==> src/rtl/sd_accum.sv <==
// Synapse/dendrite accumulate stage: Vm[addr] += sext(W[waddr]) with saturation,
// fully pipelined (issue -> E -> W) with W/W2 read-after-write forwarding.
module sd_accum #(
  parameter int NNW = 12,
  parameter int WD  = 6,
  parameter int WW  = 8,
  parameter int VW  = 16
) (
  input  logic           clk,
  input  logic           rst,
  input  logic           axon_sd_vld,
  input  logic [NNW-1:0] axon_sd_vm_addr,
  input  logic [WD-1:0]  axon_sd_wgt_addr,
  output logic [WD-1:0]  wgt_raddr,
  input  logic [WW-1:0]  wgt_rdata,
  output logic [NNW-1:0] vm_raddr,
  input  logic [VW-1:0]  vm_rdata,
  output logic           vm_we,
  output logic [NNW-1:0] vm_waddr,
  output logic [VW-1:0]  vm_wdata,
  output logic           sd_idle,
  output logic           sd_sat
);
  localparam int STAGES = 3;  // E, W, W2

  logic [STAGES:1] vld_pipe;
  logic [NNW-1:0]  e_addr, w2_addr;
  logic [VW-1:0]   w2_data, w_ext, op, sat_val;
  logic [VW:0]     sum;
  logic            ovf;

  assign wgt_raddr = axon_sd_wgt_addr;
  assign vm_raddr  = axon_sd_vm_addr;
  assign vm_we     = vld_pipe[2];
  assign sd_idle   = !vld_pipe[1] && !vld_pipe[2];

  assign w_ext = {{(VW-WW){wgt_rdata[WW-1]}}, wgt_rdata};

  // W overrides W2: it is the younger write to the same neuron.
  always_comb begin
    op = vm_rdata;
    if (vld_pipe[3] && w2_addr == e_addr)   op = w2_data;
    if (vld_pipe[2] && vm_waddr == e_addr)  op = vm_wdata;
  end

  assign sum = {op[VW-1], op} + {w_ext[VW-1], w_ext};
  assign ovf = sum[VW] ^ sum[VW-1];

  always_comb begin
    sat_val = sum[VW-1:0];
    if (ovf) sat_val = sum[VW] ? {1'b1, {(VW-1){1'b0}}} : {1'b0, {(VW-1){1'b1}}};
  end

  always_ff @(posedge clk or posedge rst) begin
    if (rst) vld_pipe <= '0;
    else     vld_pipe <= {vld_pipe[STAGES-1:1], axon_sd_vld};
  end

  // Data registers only load behind a valid bit so idle-cycle X addresses never leak in.
  always_ff @(posedge clk or posedge rst) begin
    if (rst) begin
      e_addr   <= '0;
      vm_waddr <= '0;
      vm_wdata <= '0;
      w2_addr  <= '0;
      w2_data  <= '0;
      sd_sat   <= 1'b0;
    end else begin
      if (axon_sd_vld) e_addr <= axon_sd_vm_addr;
      if (vld_pipe[1]) begin
        vm_waddr <= e_addr;
        vm_wdata <= sat_val;
        if (ovf) sd_sat <= 1'b1;
      end
      if (vld_pipe[2]) begin
        w2_addr <= vm_waddr;
        w2_data <= vm_wdata;
      end
    end
  end
endmodule

==> config.mk <==
export PLATFORM = sky130hd
export DESIGN_NAME = sd_accum
export DESIGN_NICKNAME = d
export VERILOG_FILES = /design/src/rtl/sd_accum.sv
export SDC_FILE = /design/constraint.sdc
export NUM_CORES = 1
export LEC_CHECK = 0
export CAP_MARGIN = 20
export CORE_ASPECT_RATIO = 2
export CORE_MARGIN = 2
export CORE_UTILIZATION = 55
export CTS_CLUSTER_SIZE = 14
export DETAILED_ROUTE_END_ITERATION = 7
export PLACE_DENSITY = 0.93
export SKIP_CTS_REPAIR_TIMING = 1
export SLEW_MARGIN = 20
export SYNTH_ARGS = -nofsm -noshare
export SYNTH_HDL_FRONTEND = slang
export SYNTH_SLANG_ARGS = --single-unit
==> constraint.sdc <==
create_clock -name clk -period 7.9 [get_ports clk]
set_input_delay 2.37 -clock clk [delete_from_list [all_inputs] [get_ports clk]]
set_output_delay 2.37 -clock clk [all_outputs]
set_load 0.05 [all_outputs]
After elaboration in Yosys (flattened, before gate mapping)
Index checks and enable logic that the tools add are counted.
{ "op_classes": {"n_addsub": 1, "n_mul": 0, "div": 0, "magnitude_cmp": 0, "eq_ne": 2, "shifts": 0, "mux": 4, "bitwise": 1, "n_reduce_logical": 6} }
{ "ops": {"columns": ["operator", "count"], "rows": [
  ["$mux 16", 4],
  ["$eq 12x12->1", 2],
  ["$add 16x8->17", 1],
  ["$logic_and 1x1->1", 3],
  ["$logic_not 1->1", 2],
  ["$reduce_and 2->1", 1],
  ["$xor 1x1->1", 1]
]} }
{ "totals": {"register_bits": 72, "latchBits": 0, "mem_bits_rw": 0, "romBits": 0, "output_inout_bits": 49, "elab_cells": 21, "n_memories": 0} }

Longest topological paths before layout
{ "depth": {"ltp_word": 7, "depth_mapped": 18} }

Least setup slack after synthesis
OpenSTA, ideal clock, no wires.
{ "synth_timing": {"path_type": "input to output", "startpoint": "input axon_sd_vm_addr[0]", "endpoint": "output vm_raddr[0]", "arrival_ns": 2.540, "t_required_ns": 5.530, "setup_slack_ns": 2.990, "cell_stages": 1, "cell_sequence": "buf_4"} }
{ "synth_lines": {"columns": ["item", "line", "source"], "rows": [
  ["start, declared", "12", "input logic [NNW-1:0] axon_sd_vm_addr,"],
  ["end, declared", "16", "output logic [NNW-1:0] vm_raddr,"]
]} }
No word-level cell between the ends.

Worst setup path after layout
{ "layout_timing": {"startpoint": "input axon_sd_vm_addr[2]", "endpoint": "output vm_raddr[2]"} }
No word-level cell between the ends.

==> tab_implementation.tex <==
\begin{tabular}{lr}
\hline
Metric & Value \\
\hline
\multicolumn{2}{l}{\textbf{Placed design}} \\
\# port buffers & 81 \\
GP Congestion & between 1 and 1.5 \\
Detailed-placement wirelength estimate & 7.490 mm \\
Instance area after placement & roughly 5000 sq um \\
Post-place setup slack & around 1.8 ns \\
\multicolumn{2}{l}{\textbf{Setup path}} \\
Crit Path Max Fanout & 2 \\
Flop2flop setup slack & 2.31 ns \\
Endpoint required time on the critical path & 5.53 ns \\
Worst stage delay on the critical path & 0.81 ns \\
Combined buffer and inverter count along the critical path & 2 \\
Worst Path Arrival & 3.68 ns \\
Cell-by-cell trace of the critical path & clkdlybuf4s50\_1 > clkdlybuf4s50\_1 \\
Cell with the largest stage delay on the worst path & sky130\_fd\_sc\_hd\_\_clkdlybuf4s50\_1 \\
Launching point of the worst reg2reg path & e\_addr[0]\$\_DFFE\_PP0P\_ \\
Top cell by count, worst path & sky130\_fd\_sc\_hd\_\_clkdlybuf4s50\_1 \\
Endpoint of the lowest-slack register-to-register path & vm\_wdata[0]\$\_DFFE\_PP0P\_ \\
Crit Path Category & primary input to output pin \\
Kind of cell with the highest combined delay on the critical path & buffers and inverters \\
Launching element type of the critical path & primary input \\
Critical Path End Type & output pin \\
R2r worst-path depth & 16 \\
\multicolumn{2}{l}{\textbf{Worst hold path}} \\
Worst hold path class & flip-flop to flip-flop \\
Hold Crit Start & sd\_sat\$\_DFFE\_PP0P\_ \\
Worst hold stages & 1 \\
Endpoint with the worst hold slack & sd\_sat\$\_DFFE\_PP0P\_ \\
\multicolumn{2}{l}{\textbf{Synth}} \\
Number of enable flip-flop cells after synthesis & 0 \\
Proportion of register bits with asynchronous set or reset after synthesis & 100.0\% \\
Total standard cell area after synthesis & 4260 sq um \\
Total of flip-flops plus latches after synthesis & 72 \\
Syn\_nets & 468 \\
Yosys synthesis warning count & 0 \\
Gate Count Post-Synth & 406 \\
Share of synthesized area occupied by flip-flops and latches & 42.29\% \\
Post-synthesis mux area share & 18.00\% \\
Most area-hungry cell type in the Yosys netlist & sky130\_fd\_sc\_hd\_\_dfrtp\_1 \\
Synth Area in Adders & 5.433\% \\
Unique masters post-synth & 39 \\
Fraction of synthesized cell area taken by the top area cell type & 42.29\% \\
Post-synth top flop & sky130\_fd\_sc\_hd\_\_dfrtp\_1 \\
Cell types occupying the most area after synthesis & sky130\_fd\_sc\_hd\_\_dfrtp\_1 42\%, sky130\_fd\_sc\_hd\_\_mux2\_2 14\%, sky130\_fd\_sc\_hd\_\_a21oi\_1 5.2\% \\
Dominant combinational cell family by area after synthesis & multiplexers \\
Simple-gate portion of the synthesized area & 6.314\% \\
Mapped Avg Cell Area & between 10 and 15 sq um \\
Xor and xnor fraction of the mapped netlist area & 8.223\% \\
Compound-cell area share of the yosys netlist & 13.13\% \\
\multicolumn{2}{l}{\textbf{STA}} \\
Measured slew at the worst slew-check pin & $\sim$0.9 ns \\
Share of the clock period used by the worst path & about three quarters \\
Final count of pins violating max slew & 0 \\
Count of endpoints failing hold in the final timing report & 0 \\
Total setup violations reported at the end of the flow & 0 \\
Setup TNS & 0 ns \\
Setup repair after global routing missed its margin & no \\
Worst rel slew slack & between 40\% and 50\% \\
Final critical-path setup slack & $\sim$1.8 ns \\
Time the worst path needs with I/O delays and setup & between 6 and 7 ns \\
Max Freq & 165.3 MHz \\
Worst-case clock skew & 0.003830 ns \\
\multicolumn{2}{l}{\textbf{Pwr}} \\
Power per Cell Area & 246.9 nW/um\^{}2 \\
PnR Total Power & 1.301 mW \\
Reported leakage power & 2.190 nW \\
Max IR drop VDD & 0.0001263 V \\
\multicolumn{2}{l}{\textbf{GRT}} \\
Total routing resource utilization after global routing & 25.61\% \\
Overflow after GRT & 0 \\
First-pass GRT wire length & 16.50 mm \\
Via count of the first global-routing pass & 3463 \\
Initial antenna violation count & 0 \\
Maximum number of pins on one net before global-route repair & 73 \\
\multicolumn{2}{l}{\textbf{Route}} \\
Number of remaining DRC errors & 0 \\
Antenna violation net count after detailed routing & 0 \\
Starting DRT DRC Count & 202 \\
Drt first pass iters & 4 \\
Vias post-DR & 3308 \\
Average via count per standard cell & 5.876 \\
Total routed wirelength & 10.15 mm \\
Detailed-route wire length per cell & 18.03 microns \\
\multicolumn{2}{l}{\textbf{Die}} \\
Die width & 66.24 microns \\
Standard-cell row count & 45 \\
Die span in y & about 130 microns \\
Die area & 8509 sq um \\
Effective utilization at floorplan & 56.47\% \\
Count of boundary I/O pins & between 90 and 100 \\
Placeable core region & roughly 7500 sq um \\
\multicolumn{2}{l}{\textbf{Finish}} \\
Fin util & 69.82\% \\
Diode insertion count for antenna repair & 0 \\
Area of the multi-input gates & 2177 sq um \\
Commonest cells after routing, fill and taps aside & 81 x sky130\_fd\_sc\_hd\_\_clkdlybuf4s50\_1, 72 x sky130\_fd\_sc\_hd\_\_dfrtp\_1, 53 x sky130\_fd\_sc\_hd\_\_mux2\_2, 44 x sky130\_fd\_sc\_hd\_\_a21oi\_1, 24 x sky130\_fd\_sc\_hd\_\_nor2\_1 \\
Synthesis-to-layout area growth & 23.64\% \\
Area taken by flip-flops and latches & $\sim$1800 sq um \\
Number of filler cells placed in the layout & 527 \\
Design area & 5268 sq um \\
Fraction of layout instances using a drive strength above 1 & 16.42\% \\
Most common cell after layout, fill and taps aside & sky130\_fd\_sc\_hd\_\_clkdlybuf4s50\_1 \\
Total Nets Final & between 500 and 600 \\
\multicolumn{2}{l}{\textbf{CTS}} \\
Buffer cell driving the clock tree root & sky130\_fd\_sc\_hd\_\_clkbuf\_16 \\
Clock tree from TritonCTS & done \\
CTS H-tree lvls & 3 \\
Clk sink count & 72 \\
Clock Latency Late Sink & $\sim$0.33 ns \\
Clock buffer depth & 2 \\
Clock Pin Slew Worst Setup and Hold Paths & 0.05 ns \\
Number of CTS-inserted buffers & 9 \\
\multicolumn{2}{l}{\textbf{Run}} \\
Max Cap Violations & 0 \\
\multicolumn{2}{l}{\textbf{Run status}} \\
Result of the run & finished clean \\
\hline
\end{tabular}
-- final cells by class --
| class | count | share of cell area (%) |
|---|---|---|
| inverters | 16 | 1.140 |
| clock inverters | 1 | 0.09501 |
| flip-flops and latches | 72 | 34.20 |
| multi-input cells | 280 | 41.33 |
| repair buffers | 87 | 16.25 |
| clock buffers | 13 | 4.751 |
| well taps | 94 | 2.233 |
-- synthesized netlist by cell type, types with 2 or more instances --
library cell / count
sky130_fd_sc_hd__buf_4: 18
sky130_fd_sc_hd__clkbuf_1: 14
sky130_fd_sc_hd__mux2_2: 53
sky130_fd_sc_hd__nor4_1: 3
sky130_fd_sc_hd__nor2_1: 24
sky130_fd_sc_hd__nor2b_1: 2
sky130_fd_sc_hd__nand2_1: 13
sky130_fd_sc_hd__nand4_1: 6
sky130_fd_sc_hd__xor2_1: 19
sky130_fd_sc_hd__a21oi_1: 44
sky130_fd_sc_hd__buf_2: 3
sky130_fd_sc_hd__o21ai_0: 14
sky130_fd_sc_hd__nand3_1: 5
sky130_fd_sc_hd__o21ai_2: 2
sky130_fd_sc_hd__a31oi_1: 3
sky130_fd_sc_hd__o22ai_1: 14
sky130_fd_sc_hd__buf_1: 2
sky130_fd_sc_hd__xnor2_1: 21
sky130_fd_sc_hd__mux2i_1: 17
sky130_fd_sc_hd__a211oi_1: 3
sky130_fd_sc_hd__ha_1: 16
sky130_fd_sc_hd__dfrtp_1: 72
sky130_fd_sc_hd__a21o_1: 6
sky130_fd_sc_hd__inv_1: 16
sky130_fd_sc_hd__and3_1: 2
-- state kept, by name, summed over array words and instances, names as in the netlist --
| signal | cells |
|---|---|
| sd_sat | 1 |
| vld_pipe | 3 |
| vm_waddr | 12 |
| w2_addr | 12 |
| e_addr | 12 |
| w2_data | 16 |
| vm_wdata | 16 |
-- layer usage --
metal	up-vias	wire length, microns	global-route usage, %
met5	-	0	0
met4	0	400	14.29
met3	29	384	3.846
met2	110	5661	46.53
met1	1620	3705	27.25
li1	1549	-	-
-- where the power goes --
part	leakage, nW	internal (mW)	switching (mW)	total, mW
Clock	0.126	0.217	0.134	0.351
Combinational	1.22	0.185	0.258	0.443
Sequential	0.848	0.441	0.0650	0.506
-- cells by family after synthesis --
group	count (synthesis)
buffers and inverters	54
adders and majority gates	18
and+or+nand+nor	58
xor gates and xnor gates	40
DFF	72
AOI/OAI and AO/OA	94
muxes	70
-- how the worst max path moves through the flow --
stage / from / cells after the start / to
floorplan: axon_sd_vm_addr[0] / 1 / vm_raddr[0]
global placement: axon_sd_vm_addr[11] / 2 / vm_raddr[11]
detailed placement: axon_sd_vm_addr[2] / 2 / vm_raddr[2]
CTS: axon_sd_vm_addr[2] / 2 / vm_raddr[2]
global route: axon_sd_vm_addr[10] / 2 / vm_raddr[10]
finish: axon_sd_vm_addr[2] / 2 / vm_raddr[2]
-- per-stage QoR --
step / hold WS [ns] / cells
detailed placement: 0.4558 / 549
CTS: 0.4676 / 563
finish: 0.4583 / 563
global placement: 0.4491 / 549
floorplan: 0.3888 / 406
global route: 0.4849 / 563
No activity file was read; power rests on OpenSTA's default activity.
